===== src/rtl/framebuffer_writer_if.sv =====
`default_nettype none
// ============================================================================
//  Module   : framebuffer_writer_if
//  Purpose  : Rasterizer pixel stream and SRAM write port of framebuffer_writer.
//  Revision : 1.0  initial release
// ============================================================================
interface framebuffer_writer_if;
    logic        I_LOCK;
    logic        I_FRAMESTALL;
    logic        I_PIXVALID;
    logic [17:0] I_ADDR;
    logic [15:0] I_COLOR;
    logic        I_SRAM_READY;
    logic        O_STALL;
    logic [17:0] O_SRAM_ADDR;
    logic [15:0] O_SRAM_DATA;
    logic        O_SRAM_WE;
    logic        O_FRAMEDONE;
    logic [15:0] O_DROPCOUNT;

    modport slave (
        input  I_LOCK, I_FRAMESTALL, I_PIXVALID, I_ADDR, I_COLOR, I_SRAM_READY,
        output O_STALL, O_SRAM_ADDR, O_SRAM_DATA, O_SRAM_WE, O_FRAMEDONE, O_DROPCOUNT
    );

    modport master (
        output I_LOCK, I_FRAMESTALL, I_PIXVALID, I_ADDR, I_COLOR, I_SRAM_READY,
        input  O_STALL, O_SRAM_ADDR, O_SRAM_DATA, O_SRAM_WE, O_FRAMEDONE, O_DROPCOUNT
    );
endinterface
`default_nettype wire


===== src/rtl/framebuffer_writer.sv =====
`default_nettype none
// ============================================================================
//  Module   : framebuffer_writer
//  Purpose  : Buffers rasterizer pixels in a FWFT FIFO and writes them to SRAM,
//             optionally clearing the frame first (macro FB_CLEAR_EN).
//  Revision : 1.0  initial release
// ============================================================================
module framebuffer_writer #(
    parameter int          FIFO_DEPTH  = 8,
    parameter int          FB_PIXELS   = 256000,
    parameter logic [15:0] CLEAR_COLOR = 16'h0000
) (
    input  wire logic           I_CLOCK,
    input  wire logic           I_RESET,
    framebuffer_writer_if.slave bus
);
    localparam int                c_PTR_W       = $clog2(FIFO_DEPTH);
    localparam logic [18:0]       c_FB_LIMIT    = 19'(FB_PIXELS);
    localparam logic [c_PTR_W:0]  c_STALL_LEVEL = (c_PTR_W + 1)'(FIFO_DEPTH - 1);

    typedef enum logic [2:0] {
        S_IDLE  = 3'd0,
        S_CLEAR = 3'd1,
        S_RUN   = 3'd2,
        S_FLUSH = 3'd3,
        S_DONE  = 3'd4
    } state_t;

    state_t               r_state;
    state_t               w_state_next;
    logic [33:0]          r_mem [FIFO_DEPTH];
    logic [c_PTR_W-1:0]   r_wr_ptr;
    logic [c_PTR_W-1:0]   r_rd_ptr;
    logic [c_PTR_W:0]     r_count;
    logic                 r_fs_q;
    logic [15:0]          r_drop;

    logic                 w_rise;
    logic                 w_fall;
    logic                 w_fifo_ne;
    logic                 w_addr_ok;
    logic [33:0]          w_head;
    logic                 w_stall;
    logic                 w_we;
    logic                 w_fifo_out;
    logic [17:0]          w_sram_addr;
    logic [15:0]          w_sram_data;
    logic                 w_framedone;
    logic                 w_push;
    logic                 w_pop;
    logic                 w_drop;
    logic                 w_drop_clr;

`ifdef FB_CLEAR_EN
    localparam logic [17:0] c_CLR_LAST = 18'(FB_PIXELS - 1);
    logic [17:0]          r_clr_addr;
    logic                 w_clr_last;
    assign w_clr_last = (r_clr_addr == c_CLR_LAST);
`endif

    assign w_rise    = bus.I_FRAMESTALL & ~r_fs_q;
    assign w_fall    = ~bus.I_FRAMESTALL & r_fs_q;
    assign w_fifo_ne = (r_count != '0);
    assign w_addr_ok = ({1'b0, bus.I_ADDR} < c_FB_LIMIT);
    assign w_head    = r_mem[r_rd_ptr];

    always_comb begin
        w_state_next = r_state;
        w_stall      = 1'b0;
        w_we         = 1'b0;
        w_fifo_out   = 1'b0;
        w_sram_addr  = '0;
        w_sram_data  = '0;
        w_framedone  = 1'b0;
        case (r_state)
            S_IDLE: begin
                if (w_rise) begin
`ifdef FB_CLEAR_EN
                    w_state_next = S_CLEAR;
`else
                    w_state_next = S_RUN;
`endif
                end
            end
`ifdef FB_CLEAR_EN
            S_CLEAR: begin
                w_stall     = 1'b1;
                w_we        = 1'b1;
                w_sram_addr = r_clr_addr;
                w_sram_data = CLEAR_COLOR;
                if (bus.I_SRAM_READY && w_clr_last) w_state_next = S_RUN;
            end
`endif
            S_RUN: begin
                w_stall    = (r_count >= c_STALL_LEVEL);
                w_fifo_out = w_fifo_ne;
                if (w_fall) w_state_next = S_FLUSH;
            end
            S_FLUSH: begin
                w_stall    = 1'b1;
                w_fifo_out = w_fifo_ne;
                if (!w_fifo_ne) w_state_next = S_DONE;
            end
            S_DONE: begin
                w_stall      = 1'b1;
                w_framedone  = 1'b1;
                w_state_next = S_IDLE;
            end
            default: w_state_next = S_IDLE;
        endcase
        if (w_fifo_out) begin
            w_we        = 1'b1;
            w_sram_addr = w_head[33:16];
            w_sram_data = w_head[15:0];
        end
    end

    // A stalled in-range pixel is simply not taken (the source holds it); only
    // pixels the writer actually consumes can be counted as drops.
    assign w_push     = bus.I_LOCK & (r_state == S_RUN) & bus.I_PIXVALID & ~w_stall & w_addr_ok;
    assign w_pop      = bus.I_LOCK & w_fifo_out & bus.I_SRAM_READY;
    assign w_drop     = bus.I_LOCK & bus.I_PIXVALID &
                        ((r_state == S_RUN) ? (~w_stall & ~w_addr_ok) : 1'b1);
    assign w_drop_clr = bus.I_LOCK & (r_state == S_IDLE) & w_rise;

    always_ff @(posedge I_CLOCK) begin
        if (I_RESET) begin
            r_state  <= S_IDLE;
            r_fs_q   <= 1'b0;
            r_wr_ptr <= '0;
            r_rd_ptr <= '0;
            r_count  <= '0;
            r_drop   <= '0;
        end else if (bus.I_LOCK) begin
            r_state <= w_state_next;
            r_fs_q  <= bus.I_FRAMESTALL;
            if (w_push) r_wr_ptr <= r_wr_ptr + c_PTR_W'(1);
            if (w_pop)  r_rd_ptr <= r_rd_ptr + c_PTR_W'(1);
            case ({w_push, w_pop})
                2'b10:   r_count <= r_count + (c_PTR_W + 1)'(1);
                2'b01:   r_count <= r_count - (c_PTR_W + 1)'(1);
                default: r_count <= r_count;
            endcase
            if (w_drop_clr)
                r_drop <= '0;
            else if (w_drop && (r_drop != 16'hFFFF))
                r_drop <= r_drop + 16'd1;
        end
    end

`ifdef FB_CLEAR_EN
    always_ff @(posedge I_CLOCK) begin
        if (I_RESET)
            r_clr_addr <= '0;
        else if (bus.I_LOCK && (r_state == S_CLEAR) && bus.I_SRAM_READY)
            r_clr_addr <= w_clr_last ? 18'd0 : r_clr_addr + 18'd1;
    end
`endif

    always_ff @(posedge I_CLOCK) begin
        if (w_push) r_mem[r_wr_ptr] <= {bus.I_ADDR, bus.I_COLOR};
    end

    assign bus.O_STALL     = w_stall;
    assign bus.O_SRAM_WE   = w_we;
    assign bus.O_SRAM_ADDR = w_sram_addr;
    assign bus.O_SRAM_DATA = w_sram_data;
    assign bus.O_FRAMEDONE = w_framedone;
    assign bus.O_DROPCOUNT = r_drop;
endmodule
`default_nettype wire

===== src/flat_wrapper.sv =====
// flat-port wrapper written by rule: the top's interface ports become plain ports
module framebuffer_writer_flat 
#(
    parameter int          FIFO_DEPTH  = 8,
    parameter int          FB_PIXELS   = 256000,
    parameter logic [15:0] CLEAR_COLOR = 16'h0000
)
  (I_CLOCK, I_RESET, bus_I_LOCK, bus_I_FRAMESTALL, bus_I_PIXVALID, bus_I_ADDR, bus_I_COLOR, bus_I_SRAM_READY, bus_O_STALL, bus_O_SRAM_ADDR, bus_O_SRAM_DATA, bus_O_SRAM_WE, bus_O_FRAMEDONE, bus_O_DROPCOUNT);
  framebuffer_writer_if bus_i ();
  input  wire logic I_CLOCK;
  input  wire logic I_RESET;
  input wire logic [$bits(bus_i.I_LOCK)-1:0] bus_I_LOCK;
  input wire logic [$bits(bus_i.I_FRAMESTALL)-1:0] bus_I_FRAMESTALL;
  input wire logic [$bits(bus_i.I_PIXVALID)-1:0] bus_I_PIXVALID;
  input wire logic [$bits(bus_i.I_ADDR)-1:0] bus_I_ADDR;
  input wire logic [$bits(bus_i.I_COLOR)-1:0] bus_I_COLOR;
  input wire logic [$bits(bus_i.I_SRAM_READY)-1:0] bus_I_SRAM_READY;
  output wire logic [$bits(bus_i.O_STALL)-1:0] bus_O_STALL;
  output wire logic [$bits(bus_i.O_SRAM_ADDR)-1:0] bus_O_SRAM_ADDR;
  output wire logic [$bits(bus_i.O_SRAM_DATA)-1:0] bus_O_SRAM_DATA;
  output wire logic [$bits(bus_i.O_SRAM_WE)-1:0] bus_O_SRAM_WE;
  output wire logic [$bits(bus_i.O_FRAMEDONE)-1:0] bus_O_FRAMEDONE;
  output wire logic [$bits(bus_i.O_DROPCOUNT)-1:0] bus_O_DROPCOUNT;
  assign bus_i.I_LOCK = bus_I_LOCK;
  assign bus_i.I_FRAMESTALL = bus_I_FRAMESTALL;
  assign bus_i.I_PIXVALID = bus_I_PIXVALID;
  assign bus_i.I_ADDR = bus_I_ADDR;
  assign bus_i.I_COLOR = bus_I_COLOR;
  assign bus_i.I_SRAM_READY = bus_I_SRAM_READY;
  assign bus_O_STALL = bus_i.O_STALL;
  assign bus_O_SRAM_ADDR = bus_i.O_SRAM_ADDR;
  assign bus_O_SRAM_DATA = bus_i.O_SRAM_DATA;
  assign bus_O_SRAM_WE = bus_i.O_SRAM_WE;
  assign bus_O_FRAMEDONE = bus_i.O_FRAMEDONE;
  assign bus_O_DROPCOUNT = bus_i.O_DROPCOUNT;
  framebuffer_writer #(.FIFO_DEPTH(FIFO_DEPTH), .FB_PIXELS(FB_PIXELS), .CLEAR_COLOR(CLEAR_COLOR)) u_core (.I_CLOCK(I_CLOCK), .I_RESET(I_RESET), .bus(bus_i));
endmodule

===== config.mk =====
export PLATFORM = sky130hd
export DESIGN_NAME = framebuffer_writer_flat
export DESIGN_NICKNAME = d
export VERILOG_FILES = /design/src/rtl/framebuffer_writer_if.sv /design/src/rtl/framebuffer_writer.sv /design/src/flat_wrapper.sv
export SDC_FILE = /design/constraint.sdc
export NUM_CORES = 1
export LEC_CHECK = 0
export CELL_PAD_IN_SITES_DETAIL_PLACEMENT = 1
export CELL_PAD_IN_SITES_GLOBAL_PLACEMENT = 2
export CORE_ASPECT_RATIO = 1.5
export CORE_MARGIN = 2
export CORE_UTILIZATION = 42
export CTS_BUF_LIST = sky130_fd_sc_hd__clkbuf_8
export DETAILED_ROUTE_END_ITERATION = 8
export PLACE_DENSITY = 0.76
export SETUP_SLACK_MARGIN = 0.3
export SYNTH_ARGS = -nofsm -noshare
export SYNTH_HDL_FRONTEND = slang
export SYNTH_SLANG_ARGS = --single-unit

===== constraint.sdc =====
create_clock -name I_CLOCK -period 5.6 [get_ports I_CLOCK]
set_input_delay 0.56 -clock I_CLOCK [delete_from_list [all_inputs] [get_ports I_CLOCK]]
set_output_delay 0.56 -clock I_CLOCK [all_outputs]
set_load 0.02 [all_outputs]

==> run_summary.xml, run 1 <==
<?xml version="1.0" encoding="UTF-8"?>
<metrics>
  <group name="layout">
    <metric name="final_net_count" unit="">824</metric>
    <metric name="mostFrequentLayoutCells" unit="">272 x edfxtp_1, 92 x clkdlybuf4s50_1, 68 x mux4_2, 53 x mux2i_1, 53 x clkbuf_8</metric>
    <metric name="finalNonFillerCells" unit="">1206</metric>
    <metric name="layout.cells.most_common" unit="">edfxtp_1</metric>
    <metric name="fillCellCount" unit="">2700</metric>
    <metric name="multiInputGateArea" unit="um2">3291</metric>
    <metric name="stdcell_area" unit="um2">14590</metric>
    <metric name="final_layout_size_suffix_gt1_share" unit="%">20.61</metric>
    <metric name="flow.area_growth_from_synthesis" unit="%">19.11</metric>
    <metric name="utilization" unit="%">50.81</metric>
    <metric name="layout.area.seq" unit="um2">8837</metric>
  </group>
  <group name="timing">
    <metric name="rsz0062_at_grt" unit="">no</metric>
    <metric name="timing.max_slew.rel_slack" unit="%">18.53</metric>
    <metric name="final_critical_path_setup_slack" unit="ns">1.623</metric>
    <metric name="finalSetupTns" unit="ns">0</metric>
    <metric name="final-max-slew-violation-count" unit="">0</metric>
    <metric name="timing_worst_slew_pin_value" unit="ns">1.212</metric>
    <metric name="fmax" unit="GHz">0.2514</metric>
    <metric name="min_period" unit="ns">3.977</metric>
    <metric name="worst_skew" unit="ns">0.01517</metric>
    <metric name="timing.final.setup_violations" unit="">0</metric>
    <metric name="layout_worst_path_cycle_share" unit="%">71.02</metric>
    <metric name="hold_violations" unit="">0</metric>
  </group>
  <group name="hold_path">
    <metric name="hold_path_depth" unit="">2</metric>
    <metric name="worst_hold_path.endpoint" unit="">u_core.bus.O_DROPCOUNT[13]</metric>
    <metric name="hold_path_startpoint" unit="">u_core.bus.O_DROPCOUNT[13]</metric>
    <metric name="hold_path_class" unit="">register to register</metric>
  </group>
  <group name="floorplan">
    <metric name="boundaryPins" unit="">93</metric>
    <metric name="floorplan.core_area" unit="um2">28720</metric>
    <metric name="floorplan.rows" unit="">76</metric>
    <metric name="die_width" unit="um">143.4</metric>
    <metric name="die_area" unit="um2">30580</metric>
    <metric name="initial_utilization" unit="%">42.65</metric>
    <metric name="die_h" unit="um">213.2</metric>
  </group>
  <group name="run_status">
    <metric name="status" unit="">finished, final reports clean</metric>
  </group>
  <group name="clock_network">
    <metric name="clkTransAtPathRegs" unit="ns">0.07</metric>
    <metric name="post_cts.repair.setup_buffers" unit="">0</metric>
    <metric name="cts_buffers" unit="">46</metric>
    <metric name="tritoncts" unit="">yes</metric>
    <metric name="ctsResizeCount" unit="">0</metric>
    <metric name="h-tree-depth" unit="">2</metric>
    <metric name="hold_buffers" unit="">0</metric>
    <metric name="clockRootBuffer" unit="">clkbuf_8</metric>
    <metric name="worstSkewPairLatency" unit="ns">0.57</metric>
    <metric name="clk_path_buf_depth" unit="">3</metric>
    <metric name="clock-sinks" unit="">305</metric>
  </group>
  <group name="drt">
    <metric name="starting_drt_drc_count" unit="">326</metric>
    <metric name="post_drt_via_cell_ratio" unit="">5.321</metric>
    <metric name="top_signal_layer_used" unit="">met4</metric>
    <metric name="drt_drc_violations_left" unit="">0</metric>
    <metric name="dr_total_vias" unit="">6417</metric>
    <metric name="detailedRoute.firstPassIterationCount" unit="">6</metric>
    <metric name="met3WireLength" unit="um">1159</metric>
    <metric name="routed_metal_1_wire_length" unit="um">10530</metric>
    <metric name="antenna_violating_nets_post_route" unit="">0</metric>
    <metric name="routed-wl-met2" unit="um">13960</metric>
    <metric name="detail_route.wl_per_cell" unit="um">21.66</metric>
    <metric name="route.final.wire_length" unit="um">26120</metric>
  </group>
  <group name="grt">
    <metric name="grt-ovfl-total" unit="">0</metric>
    <metric name="pin_count_of_the_biggest_net_entering_global_routing" unit="">69</metric>
    <metric name="grt_use_total" unit="%">17.83</metric>
    <metric name="antenna_found_initial" unit="">1</metric>
    <metric name="global_route_wire_length_before_repair" unit="um">41130</metric>
    <metric name="first_global_vias" unit="">7162</metric>
  </group>
  <group name="place">
    <metric name="gp_congestion" unit="">0.7659</metric>
    <metric name="pre_cts_ws" unit="ns">1.754</metric>
    <metric name="place_inst" unit="">1120</metric>
    <metric name="dpl_cell_area" unit="um2">13670</metric>
    <metric name="place.port_buffers" unit="">92</metric>
    <metric name="place_hpwl" unit="um">15400</metric>
  </group>
  <group name="critical_path">
    <metric name="critPathCaptureType" unit="">output port</metric>
    <metric name="critical_path_s_largest_stage_delay" unit="ns">1.05</metric>
    <metric name="crit_path_max_fanout" unit="">51</metric>
    <metric name="worstReg2RegStart" unit="">u_core.r_count[0]</metric>
    <metric name="setup.worst_path.start_class" unit="">register</metric>
    <metric name="worst-r2r-cell-count" unit="">9</metric>
    <metric name="timing_worst_setup_path_type" unit="">register to output port</metric>
    <metric name="crit-reg2reg-capture" unit="">u_core.r_count[2]</metric>
    <metric name="timing.critical_path.arrival" unit="ns">3.42</metric>
    <metric name="ff2ff_setup_slack" unit="ns">2.63</metric>
    <metric name="crit_path_top_delay_cell" unit="">dfxtp_4</metric>
    <metric name="worstPathRequired" unit="ns">5.04</metric>
    <metric name="timing.critical_path.cells" unit="">buf_4 &gt; mux4_2 &gt; mux2i_1 &gt; nor2_1 &gt; clkdlybuf4s50_1</metric>
  </group>
  <group name="synthesis">
    <metric name="syn_area_per_cell" unit="um2">18.56</metric>
    <metric name="synth.net_count" unit="">706</metric>
    <metric name="commonest_register_cell_after_synthesis" unit="">edfxtp_1</metric>
    <metric name="synth-edff-count" unit="">272</metric>
    <metric name="ys_seq_area_share" unit="%">72.07</metric>
    <metric name="synth_top_cell_by_area" unit="">edfxtp_1</metric>
    <metric name="yosysWarningCount" unit="">0</metric>
    <metric name="synth_largest_type_area_fraction" unit="%">66.68</metric>
    <metric name="post_synth_num_cell_types" unit="">49</metric>
    <metric name="synthesis.area" unit="um2">12250</metric>
    <metric name="synth_area_leaders" unit="">edfxtp_1 67%, mux4_2 13%, dfxtp_1 5.4%, mux2i_1 4.3%, nor2_1 1.5%</metric>
    <metric name="number_of_synthesized_register_bits" unit="">305</metric>
    <metric name="async_reset_ff_share" unit="%">0</metric>
    <metric name="netlist_instances" unit="">660</metric>
  </group>
  <group name="power">
    <metric name="power_frac_comb" unit="%">2.5</metric>
    <metric name="p_per_area" unit="nW/um2">300.8</metric>
    <metric name="p_leak" unit="nW">4.482</metric>
    <metric name="power.share.clock" unit="%">40.9</metric>
    <metric name="internal_power" unit="mW">3.486</metric>
    <metric name="netSwitchingFraction" unit="%">20.57</metric>
    <metric name="share_seq_of_total_power" unit="%">56.7</metric>
    <metric name="power.net_switching" unit="mW">0.9030</metric>
    <metric name="vdd.ir_drop.worst" unit="V">0.0001636</metric>
  </group>
  <group name="job">
    <metric name="maxCapViolCount" unit="">0</metric>
  </group>
</metrics>
==> worst max-delay path: cells and delay by family, from the launching register on <==
kind                   cells  cell delay (ns)
AND/OR/NAND/NOR            1             0.07
multiplexers               2             0.75
flip-flops                 1             1.05
buffers and inverters      2             0.97
==> layer usage <==
metal	vias to the layer above	track usage [%]
li1	2903	-
met5	-	0
met2	142	31.90
met1	3341	21.76
met4	0	5.274
met3	31	3.566
==> power groups by stage <==
stage	Clock, mW	Sequential, mW	Combinational (mW)
global route	1.94	2.49	0.118
floorplan	0	2.54	0.0409
CTS	1.84	2.49	0.109
finish	1.79	2.49	0.108
detailed placement	0	2.54	0.109
global placement	0	2.54	0.102
==> worst max path at each step <==
stage | startpoint | end | slack (ns) | cells past startpoint
CTS | register | bus_O_SRAM_DATA[10] | 1.48 | 5
finish | register | bus_O_SRAM_DATA[10] | 1.62 | 5
detailed placement | bus_I_LOCK | u_core.r_mem[4][6] | 1.75 | 6
global route | register | bus_O_SRAM_DATA[10] | 1.30 | 5
global placement | bus_I_LOCK | u_core.r_mem[4][6] | 2.02 | 6
floorplan | bus_I_LOCK | u_core.r_mem[4][0] | 0.57 | 5
==> cells in the mapped netlist, types with 7 or more instances <==
master and instances:
a211oi_1 7, nor2_1 48, clkbuf_1 17, buf_2 10, buf_1 7, mux4_2 68
nand3_1 9, o21ai_0 7, a21oi_1 9, nand2_1 24, nand2b_1 14, mux2i_1 53
inv_1 8, nor3_1 8, edfxtp_1 272, dfxtp_1 33
==> cell families after synthesis <==
family          synth area share [%]
simple gates                   5.434
compound gates                 2.952
flops                          72.07
mux                            16.93
xor+xnor                      0.4290
fa+ha+maj                     0.6129
buf+inv                        1.573
==> final cells by class <==
class                   instances  area share [%]
flip-flops and latches        305           60.57
multi-input cells             311           22.55
repair buffers                106           7.032
clock buffers                  53           5.000
well taps                     390           3.344
clock inverters                32           1.278
inverters                       8          0.2058
diodes                          1         0.01715
==> flip-flops by register name (all words and copies together) (netlist names), named ones only <==
signal and flops:
u_core.bus.O_DROPCOUNT 16, u_core.r_count 4, u_core.r_fs_q 1, u_core.r_mem 272
u_core.r_rd_ptr 3, u_core.r_state 3, u_core.r_wr_ptr 3
==> stage by stage <==
| stage | total power [mW] | hold slack, ns |
|---|---|---|
| finish | 4.389 | 0.4964 |
| global route | 4.547 | 0.5451 |
| CTS | 4.439 | 0.4999 |
| detailed placement | 2.646 | 0.4883 |
| global placement | 2.638 | 0.4691 |
| floorplan | 2.577 | 0.4902 |
No activity file was read; power rests on OpenSTA's default activity.
==> run 2, diff against run 1 <==
--- a/config.mk
+++ b/config.mk
@@ -9,10 +9,10 @@
 export CELL_PAD_IN_SITES_GLOBAL_PLACEMENT = 2
 export CORE_ASPECT_RATIO = 1.5
 export CORE_MARGIN = 2
-export CORE_UTILIZATION = 42
+export CORE_UTILIZATION = 46
 export CTS_BUF_LIST = sky130_fd_sc_hd__clkbuf_8
 export DETAILED_ROUTE_END_ITERATION = 8
-export PLACE_DENSITY = 0.76
+export PLACE_DENSITY = 0.79
 export SETUP_SLACK_MARGIN = 0.3
 export SYNTH_ARGS = -nofsm -noshare
 export SYNTH_HDL_FRONTEND = slang
==> constraint.sdc (replaced) <==
create_clock -name I_CLOCK -period 3.8 [get_ports I_CLOCK]
set_input_delay 0.38 -clock I_CLOCK [delete_from_list [all_inputs] [get_ports I_CLOCK]]
set_output_delay 0.38 -clock I_CLOCK [all_outputs]
set_load 0.02 [all_outputs]
==> run 2 against run 1 <==
Compared with the run above:
- die area shrank 8.5%
- first-iteration DRC count increased by 13%
- core utilization grew 4.2 points
- critical path type unchanged
- design area decreased by 0.51%
- sequential power increased by 47%
- non-clock buffer count rose by 12
- routed wire length rose by 1.7%
- critical endpoint is now bus_O_SRAM_ADDR[15]
- register-to-register slack worse by 1.6 ns
- highest routed layer unchanged
- flip-flop and latch count unchanged
- critical path depth unchanged
- sequential share of layout area rose by 0.31 points
==> run_summary.xml, run 2 (synthesis gave the netlist of run 1 again) <==
<?xml version="1.0" encoding="UTF-8"?>
<metrics>
  <group name="timing">
    <metric name="worst_skew" unit="ns">0.02465</metric>
    <metric name="min_period" unit="ns">3.255</metric>
    <metric name="layout_worst_path_cycle_share" unit="%">85.65</metric>
    <metric name="final-max-slew-violation-count" unit="">0</metric>
    <metric name="fmax" unit="GHz">0.3073</metric>
    <metric name="hold_violations" unit="">0</metric>
    <metric name="timing.max_slew.rel_slack" unit="%">32.84</metric>
    <metric name="final_critical_path_setup_slack" unit="ns">0.5454</metric>
    <metric name="timing_worst_slew_pin_value" unit="ns">0.9990</metric>
    <metric name="rsz0062_at_grt" unit="">no</metric>
    <metric name="timing.final.setup_violations" unit="">0</metric>
  </group>
  <group name="layout">
    <metric name="mostFrequentLayoutCells" unit="">272 x edfxtp_1, 92 x clkdlybuf4s50_1, 68 x mux4_2, 53 x mux2i_1</metric>
    <metric name="final_net_count" unit="">835</metric>
    <metric name="fillCellCount" unit="">2390</metric>
    <metric name="layout.area.seq" unit="um2">8837</metric>
    <metric name="most_flop_heavy_register" unit="">u_core.r_mem</metric>
    <metric name="utilization" unit="%">54.99</metric>
    <metric name="final_layout_size_suffix_gt1_share" unit="%">21.05</metric>
    <metric name="multiInputGateArea" unit="um2">3309</metric>
    <metric name="flow.area_growth_from_synthesis" unit="%">18.50</metric>
    <metric name="largest_register_ffs" unit="">272</metric>
    <metric name="diodes" unit="">0</metric>
    <metric name="layout.cells.most_common" unit="">edfxtp_1</metric>
  </group>
  <group name="grt">
    <metric name="global_route_wire_length_before_repair" unit="um">41620</metric>
    <metric name="first_global_vias" unit="">7284</metric>
    <metric name="grt_use_total" unit="%">19.86</metric>
    <metric name="pin_count_of_the_biggest_net_entering_global_routing" unit="">37</metric>
    <metric name="antenna_found_initial" unit="">0</metric>
    <metric name="grt-ovfl-total" unit="">0</metric>
  </group>
  <group name="hold_path">
    <metric name="hold_path_class" unit="">register to register</metric>
  </group>
  <group name="power">
    <metric name="p_per_area" unit="nW/um2">424.1</metric>
    <metric name="p_leak" unit="nW">4.462</metric>
    <metric name="vdd.ir_drop.worst" unit="V">0.0002094</metric>
  </group>
  <group name="critical_path">
    <metric name="timing_worst_setup_path_type" unit="">register to output port</metric>
    <metric name="setup.worst_path.start_class" unit="">register</metric>
    <metric name="critPathCaptureType" unit="">output port</metric>
    <metric name="crit_path_max_fanout" unit="">36</metric>
    <metric name="worstPathRequired" unit="ns">3.42</metric>
    <metric name="timing.critical_path.arrival" unit="ns">2.87</metric>
  </group>
  <group name="drt">
    <metric name="detail_route.wl_per_cell" unit="um">23.01</metric>
    <metric name="antenna_violating_nets_post_route" unit="">0</metric>
    <metric name="post_drt_via_cell_ratio" unit="">5.700</metric>
    <metric name="starting_drt_drc_count" unit="">367</metric>
    <metric name="dr_total_vias" unit="">6578</metric>
    <metric name="detailedRoute.firstPassIterationCount" unit="">7</metric>
    <metric name="route.final.wire_length" unit="um">26550</metric>
    <metric name="drt_drc_violations_left" unit="">0</metric>
  </group>
  <group name="job">
    <metric name="maxCapViolCount" unit="">0</metric>
  </group>
  <group name="floorplan">
    <metric name="die_width" unit="um">137.2</metric>
    <metric name="floorplan.core_area" unit="um2">26400</metric>
    <metric name="boundaryPins" unit="">93</metric>
    <metric name="initial_utilization" unit="%">46.40</metric>
    <metric name="die_h" unit="um">203.9</metric>
    <metric name="die_area" unit="um2">27980</metric>
    <metric name="floorplan.rows" unit="">73</metric>
  </group>
  <group name="run_status">
    <metric name="status" unit="">finished, final reports clean</metric>
  </group>
  <group name="clock_network">
    <metric name="cts_buffers" unit="">45</metric>
    <metric name="tritoncts" unit="">yes</metric>
    <metric name="clkTransAtPathRegs" unit="ns">0.06</metric>
    <metric name="clk_path_buf_depth" unit="">3</metric>
    <metric name="clock-sinks" unit="">305</metric>
    <metric name="clockRootBuffer" unit="">clkbuf_8</metric>
    <metric name="worstSkewPairLatency" unit="ns">0.56</metric>
    <metric name="h-tree-depth" unit="">2</metric>
  </group>
  <group name="place">
    <metric name="gp_congestion" unit="">0.7506</metric>
    <metric name="place.port_buffers" unit="">92</metric>
    <metric name="pre_cts_ws" unit="ns">0.4730</metric>
    <metric name="place_hpwl" unit="um">16460</metric>
  </group>
</metrics>
run 2: cell types whose count changed in the layout (fill, tap and decap cells not counted), moves of 2 or more:
cell / previous run / this run
buf_12: 0 / 2
nor3_2: 3 / 1
buf_4: 14 / 22
clkbuf_8: 53 / 47
bufinv_16: 2 / 0
nor3_4: 0 / 2
run 2: metal layers:
| metal | up-vias | track usage [%] | wire length (um) | share of wire, % |
|---|---|---|---|---|
| met3 | 42 | 3.695 | 1081 | 4.1 |
| met4 | 0 | 5.670 | 492 | 1.9 |
| met5 | - | 0 | 0 | 0 |
| met1 | 3470 | 23.86 | 10460 | 39 |
| met2 | 155 | 36.09 | 14520 | 55 |
| li1 | 2911 | - | - | - |
run 2: per-stage QoR:
stage | power, mW | setup TNS, ns | cell area, um2 | instances | hold WS, ns
floorplan | 3.798 | -76.47 | 12270 | 660 | 0.4789
global placement | 3.895 | 0 | 13730 | 1078 | 0.4729
detailed placement | 3.907 | 0 | 13730 | 1078 | 0.4894
CTS | 6.237 | 0 | 14500 | 1153 | 0.4958
global route | 6.363 | 0 | 14520 | 1154 | 0.5376
finish | 6.157 | 0 | 14520 | 1154 | 0.4974
run 2: timing repair:
action | in CTS | in global routing
endpoints found under the setup margin | 0 | 10
buffers inserted | 0 | 1
hold buffers | 0 | 0
resized for setup | 0 | 1
run 2: cell type report:
cell class,instances,area share [%]
tap,337,2.905
inverter,8,0.2069
clock buffer,47,4.457
sequential,305,60.88
clock inverter,28,0.8103
multi-input combinational,311,22.80
timing repair buffer,118,7.939
run 2: critical path: stages (launching register included):
cell and delay [ns]:
dfxtp_4 0.69, buf_4 0.38, mux4_2 0.35, mux2i_1 0.22, nor2_1 0.07, clkdlybuf4s50_1 0.56
run 2: worst paths after layout:
kind	start	to	slack [ns]	depth (start not counted)
max	register	bus_O_SRAM_ADDR[15]	0.55	5
min	u_core.bus.O_DROPCOUNT[12]	u_core.bus.O_DROPCOUNT[12]	0.50	2
max reg2reg	u_core.r_state[1]	u_core.r_count[2]	0.99	9
min reg2reg	u_core.bus.O_DROPCOUNT[12]	u_core.bus.O_DROPCOUNT[12]	0.50	2
run 2: power by group:
group          internal (mW)  leakage (nW)  switching [mW]
Sequential              3.66          2.71         0.00988
Combinational         0.0708          1.31          0.0965
Clock                   1.14         0.442            1.18
==> run 3, diff against run 2 <==
--- a/config.mk
+++ b/config.mk
@@ -12,6 +12,7 @@
 export CORE_UTILIZATION = 46
 export CTS_BUF_LIST = sky130_fd_sc_hd__clkbuf_8
 export DETAILED_ROUTE_END_ITERATION = 8
+export GPL_TIMING_DRIVEN = 1
 export PLACE_DENSITY = 0.79
 export SETUP_SLACK_MARGIN = 0.3
 export SYNTH_ARGS = -nofsm -noshare
==> results of run 3 <==
Final layout, timing and power as in run 2 (identical DEF).
